**src/rtl/ysyx_25040101_pkg.sv**
```systemverilog
// rtl/ysyx_25040101_pkg.sv - shared types and constants for the PC register slice
package ysyx_25040101_pkg;

  localparam int          INST_W           = 32;
  localparam logic [31:0] RESET_PC_DEFAULT = 32'h8000_0000;

  typedef enum logic [1:0] {
    S_FETCH = 2'd0,
    S_WAIT  = 2'd1,
    S_EXEC  = 2'd2,
    S_HALT  = 2'd3
  } pc_state_t;

endpackage

```
**src/rtl/ysyx_25040101_pc_reg.sv**
```systemverilog
// rtl/ysyx_25040101_pc_reg.sv - architectural PC, IFU fetch handshake, retire counter (option: YSYX_25040101_MISALIGN_CHECK_EN)
module ysyx_25040101_pc_reg
  import ysyx_25040101_pkg::*;
#(
  parameter logic [31:0] RESET_PC = RESET_PC_DEFAULT,
  parameter int          CNT_W    = 64
) (
  input  logic              clk_i,
  input  logic              rst_n_i,
  input  logic [31:0]       next_pc_i,
  input  logic              commit_i,
  output logic [31:0]       pc_o,
  output logic              fetch_req_o,
  input  logic              fetch_ready_i,
  input  logic              resp_valid_i,
  input  logic [INST_W-1:0] resp_inst_i,
  output logic [INST_W-1:0] inst_o,
  output logic              inst_valid_o,
  output logic [CNT_W-1:0]  retire_cnt_o,
  output logic              misalign_o
);

  pc_state_t state;

  // Request is valid exactly while the FSM sits in FETCH, so pc_o and the
  // request stay stable until the IFU takes them.
  assign fetch_req_o = (state == S_FETCH);

`ifdef YSYX_25040101_MISALIGN_CHECK_EN
  logic misalign_q;
  assign misalign_o = misalign_q;
`else
  assign misalign_o = 1'b0;
`endif

  // Fetch/execute sequencing, PC update and retire counting on commit.
  always_ff @(posedge clk_i) begin
    if (!rst_n_i) begin
      state        <= S_FETCH;
      pc_o         <= RESET_PC;
      inst_o       <= '0;
      inst_valid_o <= 1'b0;
      retire_cnt_o <= '0;
`ifdef YSYX_25040101_MISALIGN_CHECK_EN
      misalign_q   <= 1'b0;
`endif
    end else begin
      case (state)
        S_FETCH: begin
          // A response in the handshake cycle is deliberately not looked at.
          if (fetch_ready_i) begin
            state <= S_WAIT;
          end
        end
        S_WAIT: begin
          if (resp_valid_i) begin
            inst_o       <= resp_inst_i;
            inst_valid_o <= 1'b1;
            state        <= S_EXEC;
          end
        end
        S_EXEC: begin
          if (commit_i) begin
            retire_cnt_o <= retire_cnt_o + CNT_W'(1);
            inst_valid_o <= 1'b0;
`ifdef YSYX_25040101_MISALIGN_CHECK_EN
            // A misaligned target still retires the current instruction but
            // keeps the old PC and parks the core until reset.
            if (next_pc_i[1:0] != 2'b00) begin
              misalign_q <= 1'b1;
              state      <= S_HALT;
            end else begin
              pc_o  <= next_pc_i;
              state <= S_FETCH;
            end
`else
            pc_o  <= next_pc_i;
            state <= S_FETCH;
`endif
          end
        end
        S_HALT: begin
          state <= S_HALT;
        end
        default: begin
          state <= S_FETCH;
        end
      endcase
    end
  end

endmodule

```
**config.mk**
```make
export PLATFORM = sky130hd
export DESIGN_NAME = ysyx_25040101_pc_reg
export DESIGN_NICKNAME = d
export VERILOG_FILES = /design/src/rtl/ysyx_25040101_pkg.sv /design/src/rtl/ysyx_25040101_pc_reg.sv
export SDC_FILE = /design/constraint.sdc
export NUM_CORES = 1
export LEC_CHECK = 0
export CAP_MARGIN = 20
export CORE_MARGIN = 2
export CORE_UTILIZATION = 28
export CTS_CLUSTER_SIZE = 14
export DETAILED_ROUTE_END_ITERATION = 7
export PLACE_DENSITY_LB_ADDON = 0.2
export SLEW_MARGIN = 20
export SYNTH_ARGS = -nofsm -noshare
export SYNTH_HDL_FRONTEND = slang
export SYNTH_SLANG_ARGS = --single-unit
export TNS_END_PERCENT = 100
```
**constraint.sdc**
```tcl
create_clock -name clk_i -period 2.7 [get_ports clk_i]
set_input_delay 0.54 -clock clk_i [delete_from_list [all_inputs] [get_ports clk_i]]
set_output_delay 0.54 -clock clk_i [all_outputs]
set_load 0.03 [all_outputs]
```
==> results_dict.tcl, run 1 <==
set metrics [dict create \
    die_area_um2 20630 \
    dr.pass1.iters 4 \
    skew_ns 0.01338 \
    clk_latency_ns 0.42 \
    post-route-period-util 0.8625 \
    fin_tns_setup_ns 0 \
    drv_slew 0 \
    cts_tree "built" \
    dp_hpwl_um 11700 \
    arrival_ns 2.68 \
    htreeDepth 4 \
    pin_count 200 \
    max_slew_margin 0.6085 \
    leakage_nw 2.822 \
    hp-class "flop to flop" \
    core-area_um2 19270 \
    synth_seq_cells 131 \
    combPwrFrac 0.137 \
    dr_total_vias 5353 \
    layout_min_cycle_time_ns 2.329 \
    avgRoutedWirePerCell_um 14.11 \
    gp_congestion 0.7627 \
    grt_pass1_vias 5109 \
    syn-num-nets 752 \
    clockBufferDepth 2 \
    yosysSeqAreaShare 0.4805 \
    grt_pass1_wl_um 26450 \
    grt_usage 0.1638 \
    ys_warn_count 0 \
    drtIter0Drc 276 \
    avgViaCountPerCell 4.603 \
    peakVddDrop_uv 433.1 \
    seqPwrFrac 0.393 \
    powerDensity_nw_per_um2 616.3 \
    postRouteAntennaNets 0 \
    synth.distinct_cells 41 \
    required_ns 3.05 \
    cp-start-kind "flop" \
    cts_hold_buf 0 \
    maxCapViolCount 0 \
    grt_max_degree 48 \
    drcViolationCount 0 \
    clkPwrFrac 0.471 \
    swShare 0.2562 \
    hold_violations 0 \
    async_flop_share 0 \
    finalSetupViolCount 0 \
    rows 51 \
    initial_core_util 0.2832 \
    drive_gt1_frac 0.06904 \
    cp_max_fo 8 \
    fmax_mhz 429.4 \
    end_kind "flop" \
    outcome "finished, final reports clean" \
    cts_resized 0 \
    cts_setup_buffers 0 \
    path_clk_slew_ns 0.06 \
    synth-edff-count 0 \
    syn_area_um2 5458 \
    antenna_found_initial 0 \
    synth_flop_cell "dfxtp_1" \
    layout_common_cells "clkdlybuf4s50_1 (198), nand2_1 (160), dfxtp_1 (131)" \
    drt-total-wl_um 16410 \
    switching_power_mw 1.341 \
    cts_made_buffers 17 \
    power.internal_mw 3.894 \
    diodes 0 \
    avgSynthCellArea_um2 8.050 \
    hold_ws_ns 0.4511 \
    area_growth_syn_to_layout_pct 55.64 \
    rsz0062_at_grt "no" \
    io_buffers 198 \
    cts_sinks 131 \
    layout.nets 959 \
    final_common_cell "clkdlybuf4s50_1" \
    worst_slew_pin_slew_ns 0.5819 \
    overflow 0 \
    die_x_um 143.6 \
    cts_root_buf "clkbuf_16" \
    critical_path_class "flop to flop" \
    die_h_um 143.6 \
    syn_inst 678 \
]
worst max-delay path: stages, from the launching register on:
cell and delay, ns:
dfxtp_1 0.42, nand4_1 0.34, nor4_4 0.50, nand3_1 0.34, or4_1 0.50, a21oi_1 0.15
power by group through the flow:
stage | Clock [mW] | Sequential (mW) | Combinational [mW]
2_1_floorplan | 0 | 2.24 | 0.243
3_3_place_gp | 0 | 2.10 | 0.727
3_5_place_dp | 0 | 2.10 | 0.722
4_1_cts | 2.53 | 2.06 | 0.726
5_1_grt | 2.61 | 2.06 | 0.783
6_report | 2.46 | 2.06 | 0.715
stage by stage:
| stage | util | area (um2) | worst slack, ns | power, mW | instances |
|---|---|---|---|---|---|
| floorplan | - | 5458 | 0.4517 | 2.480 | 678 |
| global placement | 0.4078 | 7859 | 0.08368 | 2.822 | 1131 |
| detailed placement | 0.4078 | 7859 | 0.02219 | 2.820 | 1131 |
| CTS | 0.4403 | 8486 | 0.1785 | 5.314 | 1163 |
| global route | 0.4408 | 8494 | 0.1264 | 5.462 | 1163 |
| finish | 0.4408 | 8494 | 0.3712 | 5.235 | 1163 |
path summary, 6_finish.rpt:
check                               startpoint                            end  slack [ns]  depth (start not counted)
setup / recovery  retire_cnt_o[4]$_SDFFE_PN0P_  retire_cnt_o[57]$_SDFFE_PN0P_        0.37                          5
hold / removal          inst_o[1]$_SDFFE_PN0P_         inst_o[1]$_SDFFE_PN0P_        0.45                          2
setup reg to reg  retire_cnt_o[4]$_SDFFE_PN0P_  retire_cnt_o[57]$_SDFFE_PN0P_        0.37                          5
hold reg to reg         inst_o[1]$_SDFFE_PN0P_         inst_o[1]$_SDFFE_PN0P_        0.45                          2
flip-flops by register name (all words and copies together), names as in the netlist:
register,cells
inst_o,32
inst_valid_o,1
pc_o,32
state,2
retire_cnt_o,64
cells in the mapped netlist (all sizes together), types with 8 or more instances:
cell type,count,area (um2)
xor2,13,113.9
and3,8,50.05
nand4,24,177.7
nor4,11,96.34
a21oi,96,480.5
inv,13,48.79
nand3,25,125.1
dfxtp,131,2623
clkbuf,29,108.9
or3,23,143.9
nor2,39,146.4
xnor2,18,157.7
nand2,160,600.6
o21ai,25,125.1
nor3,11,55.05
or4,9,67.56
cell type report:
cell class	count	area, um2
clock buffer	20	446.7
clock inverter	12	180.2
fill	1979	10780
inverter	13	51.30
multi-input combinational	500	2663
sequential	131	2623
tap	265	331.6
timing repair buffer	222	2200
kinds of logic after synthesis:
logic type                 after synthesis  share of synthesized area
xor gates and xnor gates                31                    0.04975
AOI/OAI and AO/OA                      131                     0.1252
buffers and inverters                   47                    0.03324
other                                    1                  0.0006871
adders and majority gates                5                    0.01146
and+or+nand+nor                        331                     0.2973
DFF                                    131                     0.4805
muxes                                    1                   0.001834
layer usage:
layer	track usage	vias up	wire, um
li1	-	2752	-
met1	0.2039	2436	7390
met2	0.2559	151	7429
met3	0.07264	14	1392
met4	0.04799	0	199
met5	0	-	0
(Power assumes the default switching activity.)
==> inputs of run 2 (changes only) <==
--- a/config.mk
+++ b/config.mk
@@ -10,2 +10,3 @@
 export CORE_UTILIZATION = 28
+export CTS_BUF_LIST = sky130_fd_sc_hd__clkbuf_4 sky130_fd_sc_hd__clkbuf_8
 export CTS_CLUSTER_SIZE = 14
==> constraint.sdc (replaced) <==
create_clock -name clk_i -period 2.7 [get_ports clk_i]
set_input_delay 0.27 -clock clk_i [delete_from_list [all_inputs] [get_ports clk_i]]
set_output_delay 0.27 -clock clk_i [all_outputs]
set_load 0.03 [all_outputs]
==> run 2 against run 1 <==
  * Clock power decreased by 25%
  * Core utilization decreased by 1.3 points
  * Combinational power decreased by 0.6%
  * Critical path depth increased by 2
  * Sequential share of layout area increased by 0.94 points
  * Sequential power about the same
  * Via count increased by 0.32%
  * Final cell count decreased by 0.43%
  * Power decreased by 12%
  * Global-route usage decreased by 0.25 points
  * Fmax decreased by 4.4%
  * Largest cell class unchanged
==> results_dict.tcl, run 2 (synthesis results as in run 1) <==
set metrics [dict create \
    outcome "finished, final reports clean" \
    arrival_ns 2.81 \
    die_x_um 143.6 \
    gp_congestion 0.7329 \
    postRouteAntennaNets 0 \
    drtIter0Drc 223 \
    design_area_um2 8243 \
    required_ns 3.08 \
    skew_ns 0.01352 \
    cp-start-kind "flop" \
    cp_slowest_cell "or4_1" \
    clk_latency_ns 0.45 \
    placed_cell_area_um2 7809 \
    dr_total_vias 5370 \
    dp_cells 1126 \
    dr.pass1.iters 4 \
    total_power_mw 4.615 \
    cts_sinks 131 \
    cts_made_buffers 17 \
    cp.depth 7 \
    hp-class "input pin to flop" \
    critical_path_class "flop to flop" \
    antenna_found_initial 0 \
    io_buffers 198 \
    fin_util 0.4277 \
    drcViolationCount 0 \
    avgRoutedWirePerCell_um 14.23 \
    htreeDepth 4 \
    drv_slew 0 \
    layout_min_cycle_time_ns 2.435 \
    cp_num_buf_inv 1 \
    core-area_um2 19270 \
    area_growth_syn_to_layout_pct 51.03 \
    cts_hold_buf 0 \
    fin_tns_setup_ns 0 \
    initial_core_util 0.2832 \
    slowest_delay_ns 0.57 \
    grt_max_degree 67 \
    multiInputGateArea_um2 2654 \
    grt_pass1_wl_um 26270 \
    dp_hpwl_um 11520 \
    die_area_um2 20630 \
    maxCapViolCount 0 \
    cts_root_buf "clkbuf_8" \
    die_h_um 143.6 \
    cp_max_fo 10 \
    cts_resized 0 \
    max_slew_margin 0.6175 \
    cts_tree "built" \
    reg_top3 "retire_cnt_o x64, inst_o x32, pc_o x32" \
    diodes 0 \
    hold_violations 0 \
    avgViaCountPerCell 4.637 \
    cts_setup_buffers 0 \
    drive_gt1_frac 0.06607 \
    reg2regPathDepth 7 \
    crit_family "simple AND/OR/NAND/NOR gates" \
    top_register "retire_cnt_o" \
    largest_register_ffs 64 \
    grt_usage 0.1612 \
    fmax_mhz 410.7 \
    final_common_cell "clkdlybuf4s50_1" \
    clockBufferDepth 2 \
    finalNonFillerCells 1158 \
    seqCellArea_um2 2623 \
    path_clk_slew_ns 0.09 \
    layout_common_cells "clkdlybuf4s50_1 (198), nand2_1 (160), dfxtp_1 (131)" \
    path_cells "inv_1 -> ha_1 -> nand2_1 -> nor4_1 -> nand3_1 -> or4_1 -> a21oi_1" \
    holdPathStages 3 \
    rows 51 \
    pin_count 200 \
    fillerInstances 2006 \
    worst_slew_pin_slew_ns 0.5691 \
    grt_pass1_vias 5130 \
    layout.nets 954 \
    powerDensity_nw_per_um2 559.9 \
    finalSetupViolCount 0 \
    rsz0062_at_grt "no" \
    end_kind "flop" \
    leakage_nw 2.698 \
    drt-total-wl_um 16480 \
    post-route-period-util 0.9018 \
    overflow 0 \
    peakVddDrop_uv 291.3 \
]
run 2: changes by cell type in the layout (fill, tap and decap cells not counted), sizes merged:
cell and delta:
clkinv +2, inv -1, buf -5, clkbuf -1
run 2: tightest hold or removal path: cells and delay by family:
kind | cells | cell delay, ns
buffers and inverters | 1 | 0.40
AO/OA/AOI/OAI | 1 | 0.05
AND/OR/NAND/NOR | 1 | 0.05
run 2: where the power goes:
part	internal, mW	switching, mW	total (mW)
clock	1.03	0.823	1.85
combinational	0.303	0.409	0.711
sequential	2.01	0.0437	2.05
run 2: layer usage:
| metal | share of wire | GRT usage | vias up |
|---|---|---|---|
| met5 | 0 | 0 | - |
| met1 | 0.45 | 0.2023 | 2462 |
| met2 | 0.46 | 0.2521 | 158 |
| li1 | - | - | 2735 |
| met3 | 0.085 | 0.06998 | 15 |
| met4 | 0.011 | 0.04541 | 0 |
run 2: area by class of cell:
type / count / share of cell area
timing repair buffer: 217 / 0.2608
tap: 265 / 0.04022
inverter: 13 / 0.006223
multi-input combinational: 500 / 0.3219
clock inverter: 13 / 0.02247
clock buffer: 19 / 0.03021
sequential: 131 / 0.3182
run 2: worst paths after layout:
check / from / end / slack, ns
setup / recovery: state[0]$_SDFFE_PN0P_ / retire_cnt_o[55]$_SDFFE_PN0P_ / 0.27
hold / removal: next_pc_i[5] / pc_o[5]$_SDFFE_PN0P_ / 0.36
setup reg to reg: state[0]$_SDFFE_PN0P_ / retire_cnt_o[55]$_SDFFE_PN0P_ / 0.27
hold reg to reg: pc_o[9]$_SDFFE_PN0P_ / pc_o[9]$_SDFFE_PN0P_ / 0.45
run 2: through the flow:
| step | setup WS (ns) | hold WS [ns] |
|---|---|---|
| global route | 0.05988 | 0.3366 |
| CTS | 0.2066 | 0.3199 |
| finish | 0.2652 | 0.3640 |
| floorplan | 0.4517 | 0.3418 |
| global placement | 0.08033 | 0.4417 |
| detailed placement | -0.001372 | 0.4476 |
